$ cat src/rtl/regfile_wb_arbiter.sv
// regfile_wb_arbiter
// Arbitrates the single register-file write port between the ALU pipe (A)
// and the load/store pipe (B). It drives the register file from a registered
// output stage and keeps a per-register pending-write scoreboard that the
// issue stage uses to stall on RAW/WAW hazards.
//
// Optional build macro: RR_ARB_EN
//   defined   : round-robin between A and B when both are valid
//   undefined : fixed priority, B (load/store) wins when both are valid
module regfile_wb_arbiter #(
    parameter int DATA_W = 32,
    parameter int ADDR_W = 5
) (
    input  logic                 clk,
    input  logic                 rst_n,
    input  logic                 a_valid,
    input  logic [ADDR_W-1:0]    a_rd,
    input  logic [DATA_W-1:0]    a_data,
    output logic                 a_ready,
    input  logic                 b_valid,
    input  logic [ADDR_W-1:0]    b_rd,
    input  logic [DATA_W-1:0]    b_data,
    output logic                 b_ready,
    input  logic                 issue_valid,
    input  logic [ADDR_W-1:0]    issue_rd,
    output logic                 issue_ready,
    output logic [2**ADDR_W-1:0] busy,
    output logic                 RegWEn,
    output logic [ADDR_W-1:0]    rd_addr,
    output logic [DATA_W-1:0]    rd_data
);

    localparam int NREG = 2**ADDR_W;

    typedef enum logic {
        GRANT_A = 1'b0,
        GRANT_B = 1'b1
    } grant_t;

    grant_t          last_grant;
    grant_t          last_grant_next;
    logic            grant_a;
    logic            grant_b;
    logic [NREG-1:0] busy_next;

    // Last-grant state register; B after reset so A wins the first contest.
    always_ff @(posedge clk) begin
        if (!rst_n) begin
            last_grant <= GRANT_B;
        end else begin
            last_grant <= last_grant_next;
        end
    end

    // Grant decision and last-grant next state; nothing is granted in reset.
    always_comb begin
        grant_a         = 1'b0;
        grant_b         = 1'b0;
        last_grant_next = last_grant;
        if (rst_n) begin
            if (a_valid && b_valid) begin
`ifdef RR_ARB_EN
                if (last_grant == GRANT_B) begin
                    grant_a = 1'b1;
                end else begin
                    grant_b = 1'b1;
                end
`else
                grant_b = 1'b1;
`endif
            end else if (a_valid) begin
                grant_a = 1'b1;
            end else if (b_valid) begin
                grant_b = 1'b1;
            end
            if (grant_a) begin
                last_grant_next = GRANT_A;
            end else if (grant_b) begin
                last_grant_next = GRANT_B;
            end
        end
    end

    assign a_ready = grant_a;
    assign b_ready = grant_b;

    // Output stage: capture the granted request; x0 writes are accepted but
    // never enabled, and address/data hold when idle.
    always_ff @(posedge clk) begin
        if (!rst_n) begin
            RegWEn  <= 1'b0;
            rd_addr <= '0;
            rd_data <= '0;
        end else if (grant_a) begin
            RegWEn  <= (a_rd != '0);
            rd_addr <= a_rd;
            rd_data <= a_data;
        end else if (grant_b) begin
            RegWEn  <= (b_rd != '0);
            rd_addr <= b_rd;
            rd_data <= b_data;
        end else begin
            RegWEn  <= 1'b0;
        end
    end

    // Scoreboard next state: clear on the register-file write, then set on
    // issue so a same-cycle set wins; x0 is never tracked.
    always_comb begin
        busy_next = busy;
        if (RegWEn) begin
            busy_next[rd_addr] = 1'b0;
        end
        if (issue_valid && issue_ready) begin
            busy_next[issue_rd] = 1'b1;
        end
        busy_next[0] = 1'b0;
    end

    // Scoreboard register.
    always_ff @(posedge clk) begin
        if (!rst_n) begin
            busy <= '0;
        end else begin
            busy <= busy_next;
        end
    end

    assign issue_ready = !busy[issue_rd];

endmodule
$ cat config.mk
export PLATFORM = sky130hd
export DESIGN_NAME = regfile_wb_arbiter
export DESIGN_NICKNAME = d
export VERILOG_FILES = /design/src/rtl/regfile_wb_arbiter.sv
export SDC_FILE = /design/constraint.sdc
export NUM_CORES = 1
export LEC_CHECK = 0
export ABC_AREA = 1
export CAP_MARGIN = 40
export CORE_ASPECT_RATIO = 1.2
export CORE_MARGIN = 1
export CORE_UTILIZATION = 35
export CTS_CLUSTER_DIAMETER = 50
export DETAILED_ROUTE_END_ITERATION = 12
export PLACE_DENSITY = 0.68
export SYNTH_ARGS = -nofsm -noshare
export SYNTH_HDL_FRONTEND = slang
export SYNTH_SLANG_ARGS = --single-unit
$ cat constraint.sdc
create_clock -name clk -period 2.85 [get_ports clk]
set_input_delay 0.4275 -clock clk [delete_from_list [all_inputs] [get_ports clk]]
set_output_delay 0.4275 -clock clk [all_outputs]
set_load 0.01 [all_outputs]
==> impl_metrics.env, run 1 <==
export IMPL_drive_above_1_share=0.1162
export IMPL_wirelength_um=12290
export IMPL_h_tree_depth=3
export IMPL_first_global_vias=4112
export IMPL_max_freq_mhz=412.2
export IMPL_slew_viol_final=0
export IMPL_grtUsageTotal=0.2335
export IMPL_core_area_sq_um=10160
export IMPL_setup_tns_ns=0
export IMPL_holdWs_ns=0.5004
export IMPL_worstMarginPinSlew_ns=0.9489
export IMPL_fin_worst_skew_ns=0.004101
export IMPL_period_minus_slack_ns=2.426
export IMPL_p_leak_nw=2.265
export IMPL_required_ns=2.42
export IMPL_final_setup_worst_slack_ns=0.4240
export IMPL_grt_max_degree=36
export IMPL_synthCells=552
export IMPL_clkTransAtPathRegs_ns=0.05
export IMPL_first_iter_violations=187
export IMPL_die_area_sq_um=10990
export IMPL_async_flop_share=0
export IMPL_final_fill_count=962
export IMPL_startpoint_type="primary input"
export IMPL_cts_setup_buffers=0
export IMPL_numPortBuffers=155
export IMPL_yosys_area_top_type="dfxtp_1"
export IMPL_cts_buffer_depth=2
export IMPL_ys_ff_latch=69
export IMPL_die_y_um=114.6
export IMPL_clock_sinks=69
export IMPL_start_util=0.3642
export IMPL_place_detailed_hpwl_um=9145
export IMPL_post_place_ws_ns=0.02716
export IMPL_status="finished clean"
export IMPL_numCtsBuffers=9
export IMPL_nets=778
export IMPL_grt_busiest_layer="met2"
export IMPL_die_w_um=95.86
export IMPL_drc=0
export IMPL_synth_area_top_cells="dfxtp_1 37%, nand2_1 15%, o211ai_1 7.5%"
export IMPL_synth_warnings=0
export IMPL_vdd_drop_max_uv=251.4
export IMPL_syn_nets=636
export IMPL_syn_area_per_cell_sq_um=6.703
export IMPL_synth_cell_types=25
export IMPL_cp_startpoint="issue_rd[0]"
export IMPL_routedWlPerCell_um=14.94
export IMPL_syn_area_sq_um=3700
export IMPL_reg2reg_from="busy[30]"
export IMPL_area_growth_pct=50.49
export IMPL_gr_usage_met1=0.2694
export IMPL_io_pins=157
export IMPL_ys_flop_type="dfxtp_1"
export IMPL_finalCoreUtilization=0.5480
export IMPL_yosysTopAreaCellShare=0.3734
export IMPL_finalSetupViolCount=0
export IMPL_path_max_fanout=15
export IMPL_diodes=0
export IMPL_viasPerCell=5.237
export IMPL_cts_tree="done"
export IMPL_via_count=4310
export IMPL_grt_pass1_wl_um=19780
export IMPL_criticalPathCategory="primary input to primary output"
export IMPL_antenna_found_initial=0
export IMPL_min_delay_start="busy[27]"
export IMPL_root_buffer="clkbuf_16"
export IMPL_relSlewSlack=0.3667
export IMPL_worst_setup_path_end_kind="primary output"
export IMPL_arrival_ns=2.00
export IMPL_dr_pass1_iters=5
export IMPL_rsz0062_at_grt="false"
export IMPL_met3_usage=0.09031
export IMPL_synthTopCellsByCount="146 x nand2_1, 69 x dfxtp_1, 51 x nand3_1"
export IMPL_place_gp_congestion=0.9322
export IMPL_ant_nets=0
export IMPL_grtUsageMet2=0.3852
export IMPL_clock_latency_ns=0.33
export IMPL_grt_ovfl_total=0
export IMPL_power_total_mw=2.566
export IMPL_num_rows=40
export IMPL_final_hold_viol_count=0
export IMPL_period_share=0.8512
export IMPL_seq_area_frac_synth=0.3734
export IMPL_hp_class="flip-flop to flip-flop"
export IMPL_synth_most_common_cell="nand2_1"
export IMPL_cap_violations=0
export IMPL_synth_edff_count=0
export IMPL_power_density_nw_per_um2=460.9
[per-layer routing]
| layer | vias to the layer above | routed length (um) |
|---|---|---|
| li1 | 2134 | - |
| met1 | 1931 | 4872 |
| met2 | 229 | 5849 |
| met3 | 16 | 1397 |
| met4 | 0 | 175 |
| met5 | - | 0 |
[layout by cell type (no fill, tap or decap)]
master and instances:
clkdlybuf4s50_1 154, buf_4 10, nor3_1 8, inv_1 16
nand2_1 146, conb_1 1, clkbuf_16 9, nand4_1 31
nor2_4 2, or4_1 1, nor4_2 1, clkbuf_1 1
o21ai_0 31, clkbuf_8 2, dfxtp_1 69, nor2_1 33
dlymetal6s2s_1 1, a21oi_1 31, nand2_2 6, o21ai_1 4
buf_12 1, inv_6 1, clkinv_2 2, o211ai_1 37
nand3_1 51, inv_2 45, nor4_1 1, nand3_2 1
nor2_2 1
[cells by family (layout without fill, tap and decap cells)]
| logic type | after synthesis | count (layout) | share of synthesized area |
|---|---|---|---|
| other | 1 | 1 | 0.001014 |
| AOI/OAI and AO/OA | 103 | 103 | 0.1644 |
| and+or+nand+nor | 282 | 282 | 0.3399 |
| DFF | 69 | 69 | 0.3734 |
| buffers and inverters | 97 | 242 | 0.1214 |
[state kept, by name, indices dropped and copies added, names as in the netlist]
name	count
rd_addr	5
RegWEn	1
busy	31
rd_data	32
[metrics by stage]
stage / cells / area, sq um
2_1_floorplan: 552 / 3700
3_3_place_gp: 809 / 5293
3_5_place_dp: 809 / 5293
4_1_cts: 823 / 5559
5_1_grt: 823 / 5568
6_report: 823 / 5568
[critical path, stage by stage]
cell	delay, ns
clkdlybuf4s50_1	0.49
buf_4	0.23
nand2_1	0.07
nand2_1	0.05
nand2_1	0.05
nand2_1	0.05
nand2_1	0.05
nand2_1	0.10
nor4_2	0.28
dlymetal6s2s_1	0.19
[cell type report]
class	instances	area, sq um	share of cell area
well taps	126	157.7	0.02831
inverters	62	237.7	0.04270
multi-input cells	386	1876	0.3369
repair buffers	166	1649	0.2962
clock inverters	2	10.01	0.001798
clock buffers	12	256.5	0.04607
flip-flops and latches	69	1381	0.2481
[power by group]
part | leakage [nW] | internal (mW) | switching [mW]
registers | 0.565 | 1.02 | 0.0395
clock network | 0.134 | 0.623 | 0.387
logic | 1.57 | 0.258 | 0.241
[final timing paths]
kind / end / slack [ns] / cells after the start
setup / recovery: issue_ready / 0.42 / 10
hold reg to reg: busy[27] / 0.50 / 2
setup reg to reg: busy[26] / 1.32 / 10
hold / removal: busy[27] / 0.50 / 2
[what timing repair did]
item,in CTS,in global routing
endpoints found under the setup margin,0,1
resized for setup,0,2
hold buffers,0,0
Note: power is estimated with default switching activity, not from simulation.
==> run 2: changes to the inputs <==
--- a/config.mk
+++ b/config.mk
@@ -10,9 +10,12 @@
 export CORE_ASPECT_RATIO = 1.2
 export CORE_MARGIN = 1
 export CORE_UTILIZATION = 35
+export CTS_BUF_LIST = sky130_fd_sc_hd__clkbuf_8
 export CTS_CLUSTER_DIAMETER = 50
 export DETAILED_ROUTE_END_ITERATION = 12
+export GPL_ROUTABILITY_DRIVEN = 1
 export PLACE_DENSITY = 0.68
+export SLEW_MARGIN = 10
 export SYNTH_ARGS = -nofsm -noshare
 export SYNTH_HDL_FRONTEND = slang
 export SYNTH_SLANG_ARGS = --single-unit
==> run 2 against run 1 <==
Clock skew up 0.0021 ns; combinational power about the same; worst setup slack worse by 0.018 ns; cell count unchanged; clock power down 31%; highest routed layer unchanged; sequential share of layout area up 0.46 points; global-route usage down 0.16 points; power down 12%; die area unchanged; core utilization down 1.0 points; cell area down 1.8%.
==> impl_metrics.env, run 2 (synthesis results as in run 1) <==
export IMPL_root_buffer="clkbuf_8"
export IMPL_startpoint_type="primary input"
export IMPL_grt_busiest_layer="met2"
export IMPL_met3_usage=0.08699
export IMPL_grtUsageMet2=0.3895
export IMPL_grt_pass1_wl_um=19720
export IMPL_final_common_cell="clkdlybuf4s50_1"
export IMPL_mostFrequentLayoutCells="154 x clkdlybuf4s50_1, 146 x nand2_1, 69 x dfxtp_1"
export IMPL_finalSetupViolCount=0
export IMPL_slew_viol_final=0
export IMPL_cts_setup_buffers=0
export IMPL_vdd_drop_max_uv=232.8
export IMPL_h_tree_depth=3
export IMPL_period_share=0.8574
export IMPL_routedWlPerCell_um=14.89
export IMPL_via_count=4341
export IMPL_reg_top3="rd_data: 32 flops, busy: 31 flops, rd_addr: 5 flops"
export IMPL_num_rows=40
export IMPL_place_gp_congestion=0.9322
export IMPL_worstMarginPinSlew_ns=0.9420
export IMPL_antenna_found_initial=0
export IMPL_setup_tns_ns=0
export IMPL_drc=0
export IMPL_rsz0062_at_grt="false"
export IMPL_final_hold_viol_count=0
export IMPL_start_util=0.3642
export IMPL_worst_setup_path_end_kind="primary output"
export IMPL_first_global_vias=4117
export IMPL_numCtsBuffers=9
export IMPL_nets=778
export IMPL_viasPerCell=5.275
export IMPL_clock_latency_ns=0.34
export IMPL_ant_nets=0
export IMPL_cts_buffer_depth=2
export IMPL_area_growth_pct=47.75
export IMPL_max_freq_mhz=409.2
export IMPL_place_detailed_hpwl_um=9145
export IMPL_required_ns=2.42
export IMPL_drive_above_1_share=0.1162
export IMPL_cts_tree="done"
export IMPL_status="finished clean"
export IMPL_grt_max_degree=36
export IMPL_cap_violations=0
export IMPL_io_pins=157
export IMPL_grtUsageTotal=0.2318
export IMPL_dr_pass1_iters=5
export IMPL_hp_class="flip-flop to flip-flop"
export IMPL_gr_usage_met1=0.2670
export IMPL_p_leak_nw=2.223
export IMPL_path_max_fanout=15
export IMPL_first_iter_violations=166
export IMPL_largest_register="rd_data"
export IMPL_fin_worst_skew_ns=0.006191
export IMPL_largest_reg_flops=32
export IMPL_die_area_sq_um=10990
export IMPL_power_density_nw_per_um2=411.7
export IMPL_holdWs_ns=0.5015
export IMPL_wirelength_um=12260
export IMPL_grt_ovfl_total=0
export IMPL_relSlewSlack=0.3713
export IMPL_period_minus_slack_ns=2.444
export IMPL_die_w_um=95.86
export IMPL_clock_sinks=69
export IMPL_numPortBuffers=155
export IMPL_arrival_ns=2.02
export IMPL_core_area_sq_um=10160
export IMPL_clkTransAtPathRegs_ns=0.07
export IMPL_diodes=0
export IMPL_criticalPathCategory="primary input to primary output"
export IMPL_die_y_um=114.6
[run 2: changes by cell type in the layout (fill, tap and decap cells not counted), sizes merged]
cell | before | now
inv | 62 | 63
clkbuf | 12 | 11
[run 2: per-stage QoR]
stage	std cells	utilization	area (sq um)	total power [mW]	worst slack, ns
floorplan	552	-	3700	1.291	0.9729
detailed placement	809	0.5209	5293	1.574	0.02716
finish	823	0.5381	5466	2.251	0.4063
CTS	823	0.5372	5458	2.278	0.01508
global route	823	0.5381	5466	2.364	0.2649
global placement	809	0.5209	5293	1.568	0.03505
[run 2: report_power, final]
group / switching [mW] / internal (mW)
logic: 0.241 / 0.258
clock network: 0.350 / 0.348
registers: 0.0393 / 1.02
total: 0.630 / 1.62
[run 2: path summary, 6_finish.rpt]
kind / slack, ns / startpoint / cells after the start / endpoint
max: 0.41 / issue_rd[0] / 10 / issue_ready
min reg2reg: 0.50 / busy[27] / 2 / busy[27]
max reg2reg: 1.31 / busy[30] / 10 / busy[26]
min: 0.50 / busy[27] / 2 / busy[27]
[run 2: cell type report]
type | instances | area, sq um
inverters | 62 | 237.7
repair buffers | 166 | 1649
fillers | 968 | 4693
clock inverters | 3 | 13.76
multi-input cells | 386 | 1876
well taps | 126 | 157.7
flip-flops and latches | 69 | 1381
clock buffers | 11 | 151.4
[run 2: critical path, cell delays in order]
cell and delay, ns:
clkdlybuf4s50_1 0.49, buf_4 0.23, nand2_1 0.07, nand2_1 0.05
nand2_1 0.05, nand2_1 0.05, nand2_1 0.05, nand2_1 0.10
nor4_2 0.29, dlymetal6s2s_1 0.20
[run 2: repair_timing]
| action | CTS | global route |
|---|---|---|
| hold buffers | 0 | 0 |
| resized for setup | 0 | 2 |
| setup endpoints to repair | 0 | 1 |
[run 2: routing by layer]
| layer | share of wire | up-vias | wire [um] |
|---|---|---|---|
| met1 | 0.40 | 1965 | 4908 |
| met2 | 0.48 | 218 | 5876 |
| met5 | 0 | - | 0 |
| met4 | 0.014 | 0 | 176 |
| li1 | - | 2142 | - |
| met3 | 0.11 | 16 | 1296 |
